### src/rtl/mem_arbiter.sv
// mem_arbiter: shares one single-outstanding memory port between instruction fetch and data access
module mem_arbiter #(
   parameter int STARVE_LIMIT = 4
) (
   input  logic        clk,
   input  logic        rstn,
   input  logic        if_req,
   input  logic [31:0] if_addr,
   output logic        if_gnt,
   output logic        if_rvalid,
   output logic [31:0] if_rdata,
   input  logic        d_req,
   input  logic        d_we,
   input  logic [31:0] d_addr,
   input  logic [31:0] d_wdata,
   input  logic [3:0]  d_wstrb,
   output logic        d_gnt,
   output logic        d_rvalid,
   output logic [31:0] d_rdata,
   output logic        mem_req,
   output logic        mem_we,
   output logic [31:0] mem_addr,
   output logic [31:0] mem_wdata,
   output logic [3:0]  mem_wstrb,
   input  logic        mem_ready,
   input  logic        mem_rvalid,
   input  logic [31:0] mem_rdata,
   output logic        busy
);
   localparam int CW = $clog2(STARVE_LIMIT + 1);
   localparam logic [CW-1:0] LIM = CW'(STARVE_LIMIT);
   typedef enum logic [1:0] {IDLE, ISSUE, WAIT_RD} state_t;
   state_t        state, state_nx;
   logic          own_d, own_d_nx;
   logic [CW-1:0] starve_cnt, starve_nx;
   logic          pick_d, wr, issue, rd_done;
   // state, owner and fetch-starvation counter registers
   always_ff @(posedge clk) begin
      if (!rstn) begin
         state      <= IDLE;
         own_d      <= 1'b0;
         starve_cnt <= '0;
      end else begin
         state      <= state_nx;
         own_d      <= own_d_nx;
         starve_cnt <= starve_nx;
      end
   end
   // arbitration, next state and memory/port handshakes; outputs forced quiet while rstn is low
   always_comb begin
      pick_d    = d_req && !(if_req && starve_cnt == LIM);
      wr        = own_d && d_we;
      state_nx  = state;
      own_d_nx  = own_d;
      starve_nx = starve_cnt;
      if (state == IDLE) begin
         if (if_req || d_req) begin
            state_nx = ISSUE;
            own_d_nx = pick_d;
         end
         starve_nx = (!if_req || !pick_d) ? '0 : (starve_cnt == LIM) ? starve_cnt : starve_cnt + 1'b1;
      end else if (state == ISSUE) begin
         state_nx = mem_ready ? (wr ? IDLE : WAIT_RD) : ISSUE;
      end else begin
         state_nx = mem_rvalid ? IDLE : state;
      end
      issue     = rstn && state == ISSUE;
      rd_done   = rstn && state == WAIT_RD && mem_rvalid;
      mem_req   = issue;
      mem_we    = issue && wr;
      mem_addr  = own_d ? d_addr : if_addr;
      mem_wdata = own_d ? d_wdata : '0;
      mem_wstrb = (issue && wr) ? d_wstrb : 4'b0000;
      if_gnt    = issue && mem_ready && !own_d;
      d_gnt     = issue && mem_ready && own_d;
      if_rvalid = rd_done && !own_d;
      d_rvalid  = rd_done && own_d;
      if_rdata  = mem_rdata;
      d_rdata   = mem_rdata;
      busy      = rstn && state != IDLE;
   end
endmodule

### config.mk
export PLATFORM = sky130hd
export DESIGN_NAME = mem_arbiter
export DESIGN_NICKNAME = d
export VERILOG_FILES = /design/src/rtl/mem_arbiter.sv
export SDC_FILE = /design/constraint.sdc
export NUM_CORES = 1
export LEC_CHECK = 0
export ABC_AREA = 1
export BUFFER_PORTS_ARGS = -buffer_cell sky130_fd_sc_hd__buf_4
export CAP_MARGIN = 40
export CORE_AREA = 3 3 106 108
export DETAILED_ROUTE_END_ITERATION = 10
export DIE_AREA = 0 0 109 111
export PLACE_DENSITY = 0.59
export SYNTH_ARGS = -nofsm -noshare
export SYNTH_HDL_FRONTEND = slang
export SYNTH_SLANG_ARGS = --single-unit
export TNS_END_PERCENT = 30
### constraint.sdc
create_clock -name clk -period 1.4 [get_ports clk]
set_input_delay 0.28 -clock clk [delete_from_list [all_inputs] [get_ports clk]]
set_output_delay 0.28 -clock clk [all_outputs]
set_load 0.005 [all_outputs]
After elaboration in Yosys (flattened, before gate mapping)
Index checks and enable logic that the tools add are counted.
{"block": "totals", "wordCells": 45, "ram_bits": 0, "rom_bits": 0, "reg_bits": 6, "latch_bits": 0, "inputBits": 139, "memories": 0, "output_inout_bits": 139}
{"block": "op_classes", "n_eq_ne": 5, "mul": 0, "shift": 0, "div_mod_pow": 0, "n_mux": 11, "n_reduce_logical": 25, "add_sub_neg": 1, "n_bitwise": 0, "order_cmp": 0}
{"operator": "32-bit 2-to-1 mux", "count": 2}
{"operator": "1-bit logical AND", "count": 13}
{"operator": "2-bit 2-to-1 mux", "count": 6}
{"operator": "3-bit 2-to-1 mux", "count": 2}
{"operator": "2-bit AND reduction", "count": 3}
{"operator": "1-bit logical NOT", "count": 4}
{"operator": "4-bit 2-to-1 mux", "count": 1}
{"operator": "3-bit by 1-bit adder with 3-bit output (second input constant)", "count": 1}
{"operator": "3-bit == test (second input constant)", "count": 1}
{"operator": "3-bit nonzero test", "count": 1}
{"operator": "2-bit by 1-bit == test with 1-bit output (second input constant)", "count": 1}
{"operator": "2-bit == test (second input constant)", "count": 1}
{"operator": "2-bit logical NOT", "count": 1}
{"operator": "1-bit logical OR", "count": 2}
{"operator": "2-bit by 1-bit != test with 1-bit output (second input constant)", "count": 1}
{"operator": "2-bit != test (second input constant)", "count": 1}
{"operator": "2-bit nonzero test", "count": 1}

Longest topological paths before layout
Gate-level depths: netlist (run 1).
{"block": "logic_depth", "depth_word": 8, "mapped_depth": 7}

Worst setup path after synthesis (run 1)
No wires, ideal clock.
{"block": "synth_path", "path_kind": "reg2out", "from": "register state[0]", "to": "output port mem_wstrb[0]", "path_stages_with_launch": 7, "setup_slack_ns": 0.260, "n_path_buf": 0, "arrival_ns": 0.860, "t_required_ns": 1.120, "cell_sequence": "dfxtp_1 > inv_1 > nor2_2 > nand2_2 > nor2_4 > inv_2 > nor2_1"}
{"block": "synth_via", "elab_chain_cells": 4}
{"item": "from (decl)", "line": "33", "source": "state_t state, state_nx;"}
{"item": "from (signal assigned)", "line": "44", "source": "state <= state_nx;"}
{"item": "2-bit by 1-bit == test with 1-bit output", "line": "67", "source": "issue = rstn && state == ISSUE;"}
{"item": "1-bit logical AND", "line": "67"}
{"item": "1-bit logical AND"}
{"item": "net mem_we", "line": "21", "source": "output logic mem_we,"}
{"item": "4-bit 2-to-1 mux", "line": "73", "source": "mem_wstrb = (issue && wr) ? d_wstrb : 4'b0000;"}
{"item": "to (decl)", "line": "24", "source": "output logic [3:0] mem_wstrb,"}
The timed path passes the listed nets, and every way through them passes these cells.

Final worst setup path (run 1)
{"block": "layout_path", "from": "register state[0]", "to": "output port mem_wstrb[1]"}
{"block": "layout_via", "elab_chain_cells": 4}
{"item": "2-bit by 1-bit == test with 1-bit output", "line": "67"}
{"item": "1-bit logical AND", "line": "67"}
{"item": "1-bit logical AND", "line": "73"}
{"item": "4-bit 2-to-1 mux", "line": "73"}
No other way between the ends.

==> flow_summary.yaml, run 1 <==
detailed_routing:
  routed_wl_um: 5840
  drc: 0
  first_iter_violations: 52
  dr.pass1.iters: 5
  num_vias: 2040
  wl_per_cell_um: 10.4
  viasPerCell: 3.64
  ant_nets: 0
timing:
  rsz0062_at_grt: "true"
  layout_min_cycle_time_ns: 1.42
  slew_headroom_pct: 85.9
  fmax_mhz: 704
  worst_slack_ns: -0.0200
  period_share_pct: 101
  fin_setup_tns_ns: -0.0553
  slew_violations: 0
  setup_viol: 5
  tightest_slew_ns: 0.210
  fin_skew_ns: 0.00436
  hold_viol_final: 0
pwr:
  leakagePower_nw: 1.82
  powerDensity_nw_per_um2: 484
  ir_drop_v: 0.000311
grt:
  grt_pass1_vias: 1955
  grt_max_degree: 39
  grt_overflow: 0
  grt_usage_pct: 8.39
  antenna_found_initial: 0
  grt_pass1_wl_um: 8490
critical_path:
  worstPathRequired_ns: 1.12
  worst-setup-path-type: "register to output port"
  cp_data_arrival_time_ns: 1.14
  critPathBufInv: 3
  cpLargestDelayFamily: "simple AND/OR/NAND/NOR gates"
  start_kind: "register"
  cp_cell_sequence: "inv_2 -> nor2_4 -> nand2_4 -> nor2_4 -> inv_2 -> nor2_1 -> buf_4"
  slowest_delay_ns: 0.33
  path_max_fanout: 4
  end_kind: "output port"
  reg2reg_slack_ns: 0.33
  cp_slowest_cell: "dfxtp_2"
floorplanning:
  core_sq_um: 10300
  boundaryPins: 278
  start_util_pct: 15.0
  dieArea_sq_um: 12100
  row_count: 37
  die-width_um: 109
  die_h_um: 111
run_status:
  violations: "setup timing"
  status: "finished, violations left"
clocking:
  htreeDepth: 1
  clock-root-buffer: "clkbuf_8"
  cts_tree: "done"
  clk_pin_slew_worst_paths_ns: 0.03
  clock_path_buffers: 2
  cts_buffers: 3
  cts_num_sinks: 6
  insertion_delay_ns: 0.23
placed_design:
  placedCellCount: 551
  placed_cell_area_sq_um: 2610
  dp_hpwl_um: 4870
  io_buffers: 181
  place_ws_ns: 0.0741
  routabilityCongestion: 0.829
final_layout:
  drive_gt1_share_pct: 49.1
  fin_util_pct: 26.5
  design_area_sq_um: 2730
  diodes: 0
  final_nets: 567
  area_growth_syn_to_layout_pct: 76.6
  fin_cells: 560
synth:
  synth_commonest_cells: "nand2_1 (140), buf_4 (65), inv_1 (49)"
  yosys-top-cells-area: "nand2_1 (34%), buf_4 (32%), inv_1 (12%)"
  synth_nets: 445
  synth_top_area_share_pct: 34.0
  yosysTopAreaCell: "nand2_1"
  mappedNetlistArea_sq_um: 1550
  synth_edf_count: 0
  syn_area_per_cell_sq_um: 5.09
  yosysWarnings: 0
  synth_flop_cell: "dfxtp_1"
  netlist-cell-type-count: 18
  async_flop_share_pct: 0
  netlist_instances: 304
  yosysMostFrequentCell: "nand2_1"
  ys_seq_elements: 6
  synth_seq_area_share_pct: 7.76
hold_path:
  hp-class: "primary input to register"
flow_run:
  maxCapViolCount: 0
## state kept, by name, indices dropped and copies added (netlist names)
| name | flops |
|---|---|
| state | 2 |
| starve_cnt | 3 |
| own_d | 1 |
## worst paths after layout
| path | from | depth (start not counted) | to |
|---|---|---|---|
| max | state[0] | 7 | mem_wstrb[1] |
| min | rstn | 3 | state[0] |
| max reg2reg | state[0] | 5 | own_d |
| min reg2reg | starve_cnt[1] | 2 | starve_cnt[1] |
## layout make-up
type | count | area (sq um)
Fill cell | 1128 | 7590
Sequential cell | 6 | 126
Inverter | 51 | 191
Multi-Input combinational cell | 172 | 723
Timing Repair Buffer | 192 | 1480
Clock buffer | 3 | 41.3
Tap cell | 136 | 170
## report_power, final
| group | switching, mW | total, mW | internal, mW |
|---|---|---|---|
| Clock | 0.0798 | 0.265 | 0.185 |
| Sequential | 0.0133 | 0.197 | 0.183 |
| Combinational | 0.351 | 0.862 | 0.511 |
## repair_timing
item,CTS,global route
resized for setup,10,4
cloned,0,0
hold buffers,0,0
buffers inserted,4,2
pin swaps,2,3
setup endpoints to repair,47,54
hold endpoints to repair,0,0
## cell families after synthesis
logic type | Yosys count | share of synthesized area, %
buffers and inverters | 126 | 47.0
DFF | 6 | 7.76
and+or+nand+nor | 166 | 42.4
adders and majority gates | 2 | 1.62
AOI/OAI and AO/OA | 4 | 1.29
## layer usage
metal | GRT usage (%) | up-vias | routed length (um)
met3 | 2.10 | 30 | 680
met1 | 7.79 | 858 | 1990
li1 | - | 1049 | -
met5 | 0 | - | 0
met2 | 16.7 | 103 | 3000
met4 | 3.37 | 0 | 168
## cell usage in the layout (no fill, tap or decap)
cell type | netlist | final
buf_8 | 0 | 1
o21ai_1 | 1 | 1
nand2_4 | 0 | 1
dfxtp_1 | 6 | 3
inv_1 | 49 | 48
inv_2 | 2 | 3
a21oi_1 | 2 | 2
nor2_2 | 1 | 3
nand3_1 | 10 | 10
dfxtp_2 | 0 | 2
buf_12 | 0 | 2
buf_6 | 0 | 2
dfxtp_4 | 0 | 1
nor3_2 | 0 | 1
nor3_1 | 2 | 1
nor2_4 | 1 | 2
nor2_1 | 9 | 6
o21ai_0 | 1 | 1
nand2_1 | 140 | 140
clkbuf_8 | 0 | 3
buf_4 | 65 | 187
nand4_1 | 2 | 2
ha_1 | 2 | 2
## worst reg2reg max path: stages (launching register included)
cell and delay (ns):
dfxtp_2 0.32, buf_4 0.13, nor2_1 0.13, buf_4 0.16, nand3_1 0.12, a21oi_1 0.15
## per-stage QoR
step / power [mW] / hold WS [ns]
5_1_grt: 1.44 / 0.355
4_1_cts: 1.33 / 0.334
3_5_place_dp: 1.03 / 0.476
2_1_floorplan: 0.624 / 0.378
6_report: 1.32 / 0.331
3_3_place_gp: 1.02 / 0.466
No activity file was read; power rests on OpenSTA's default activity.
==> run 2, diff against run 1 <==
- ABC_AREA: 1 -> unset
- PLACE_DENSITY: 0.59 -> 0.58
==> flow_summary.yaml, run 2 <==
grt:
  grt_pass1_vias: 1664
  antenna_found_initial: 0
  grt_max_degree: 43
  grt_pass1_wl_um: 7590
  grt_overflow: 0
  grt_usage_pct: 7.53
final_layout:
  top_register: "starve_cnt"
  final_nets: 457
  fin_cells: 450
  diodes: 0
  reg.largest.list: "starve_cnt (3), state (2), own_d (1)"
  design_area_sq_um: 2990
  final_cell_mix: "buf_4 (163), and2_1 (33), buf_6 (27), mux2_4 (25), mux2_1 (7)"
  area_growth_syn_to_layout_pct: 103
  final_common_cell: "buf_4"
  largest_register_ffs: 3
  drive_gt1_share_pct: 75.2
synth:
  synth_commonest_cells: "buf_4 (64), and2_1 (36), mux2_1 (32)"
  syn_area_per_cell_sq_um: 7.90
  synth_flop_cell: "dfxtp_1"
  yosys-top-cells-area: "buf_4 (33%), mux2_1 (24%), and2_1 (15%)"
  netlist-cell-type-count: 25
  synth_edf_count: 0
  ys_seq_elements: 6
  yosysMostFrequentCell: "buf_4"
  mappedNetlistArea_sq_um: 1480
  yosysTopAreaCell: "buf_4"
  synth_top_area_share_pct: 32.5
  synth_seq_area_share_pct: 8.14
  synth_nets: 328
  yosysWarnings: 0
  netlist_instances: 187
  async_flop_share_pct: 0
timing:
  rsz0062_at_grt: "true"
  fin_skew_ns: 0.000909
  tightest_slew_ns: 0.191
  layout_min_cycle_time_ns: 1.58
  period_share_pct: 113
  fmax_mhz: 635
  slew_headroom_pct: 87.2
  hold_viol_final: 0
  slew_violations: 0
  worst_slack_ns: -0.175
  setup_viol: 72
clocking:
  cts_tree: "done"
  cts_hold_buf: 0
  clock_path_buffers: 2
  clock-root-buffer: "clkbuf_8"
  insertion_delay_ns: 0.22
  cts_buffers: 3
  cts_num_sinks: 6
  clk_pin_slew_worst_paths_ns: 0.04
  htreeDepth: 1
critical_path:
  start_kind: "register"
  path_max_fanout: 8
  worst-setup-path-type: "register to output port"
  end_kind: "output port"
  cp_data_arrival_time_ns: 1.30
  worstPathRequired_ns: 1.12
pwr:
  ir_drop_v: 0.000383
  leakagePower_nw: 1.54
  powerDensity_nw_per_um2: 487
placed_design:
  io_buffers: 181
  routabilityCongestion: 0.723
  placedCellCount: 437
  dp_hpwl_um: 4520
  placed_cell_area_sq_um: 2560
floorplanning:
  start_util_pct: 14.3
  die_h_um: 111
  die-width_um: 109
  boundaryPins: 278
  core_sq_um: 10300
  row_count: 37
  dieArea_sq_um: 12100
flow_run:
  maxCapViolCount: 0
detailed_routing:
  viasPerCell: 3.80
  first_iter_violations: 42
  num_vias: 1712
  wl_per_cell_um: 14.2
  dr.pass1.iters: 4
  routed_wl_um: 6380
  ant_nets: 0
  drc: 0
run_status:
  violations: "setup timing"
  status: "finished, violations left"
hold_path:
  hp-class: "primary input to register"
-- run 2: routing by layer --
layer / track usage [%] / vias to the layer above / share of wire [%]
met1: 7.48 / 774 / 35
li1: - / 807 / -
met5: 0 / - / 0
met2: 14.1 / 107 / 52
met3: 1.98 / 24 / 11
met4: 3.54 / 0 / 2.1
-- run 2: repair_timing --
item / CTS / global route
buffers inserted: 0 / 4
endpoints found under the setup margin: 40 / 44
cloned: 0 / 6
resized for setup: 9 / 53
pin swaps: 1 / 3
-- run 2: layout make-up --
| class | instances | area [sq um] |
|---|---|---|
| fill | 1074 | 7330 |
| timing repair buffer | 198 | 1710 |
| multi-input combinational | 104 | 935 |
| tap | 136 | 170 |
| sequential | 6 | 125 |
| clock buffer | 3 | 41.3 |
| inverter | 3 | 11.3 |
-- run 2: report_power, final --
group | switching [mW] | internal [mW]
logic | 0.312 | 0.685
clock network | 0.0754 | 0.185
registers | 0.0160 | 0.182
total | 0.403 | 1.05
-- run 2: cell families after synthesis --
group	count (synthesis)	synth area share, %
AO/OA/AOI/OAI	11	5.25
AND/OR/NAND/NOR	59	24.1
adder cells (fa/ha/maj)	2	1.69
flip-flops	6	8.14
multiplexers	32	24.4
buffers and inverters	77	36.4
-- run 2: metrics by stage --
step                      power (mW)  setup WS, ns  hold slack [ns]  util (%)  TNS [ns]
after CTS                       1.24        -0.190            0.304      25.5     -5.64
after global placement         0.945        0.0440            0.477      24.8         0
after floorplan                0.584        0.0926            0.413         -         0
after global routing            1.54        -0.215            0.327      29.0    -12.54
after detailed placement       0.954        0.0420            0.494      24.8         0
final                           1.45        -0.175            0.316      29.0     -8.57
-- run 2: worst paths after layout --
path                               startpoint       endpoint  slack [ns]  cells after the start
worst max-delay path                    own_d   mem_addr[12]       -0.18                      3
worst min-delay path                     rstn       state[0]        0.32                      2
worst min register to register  starve_cnt[0]  starve_cnt[0]        0.50                      2
worst max register to register       state[1]  starve_cnt[2]        0.20                      4
-- run 2: critical path, stage by stage, from the launching register on --
cell and delay [ns]:
dfxtp_4 0.44, clkbuf_16 0.20, mux2_4 0.31, buf_6 0.12
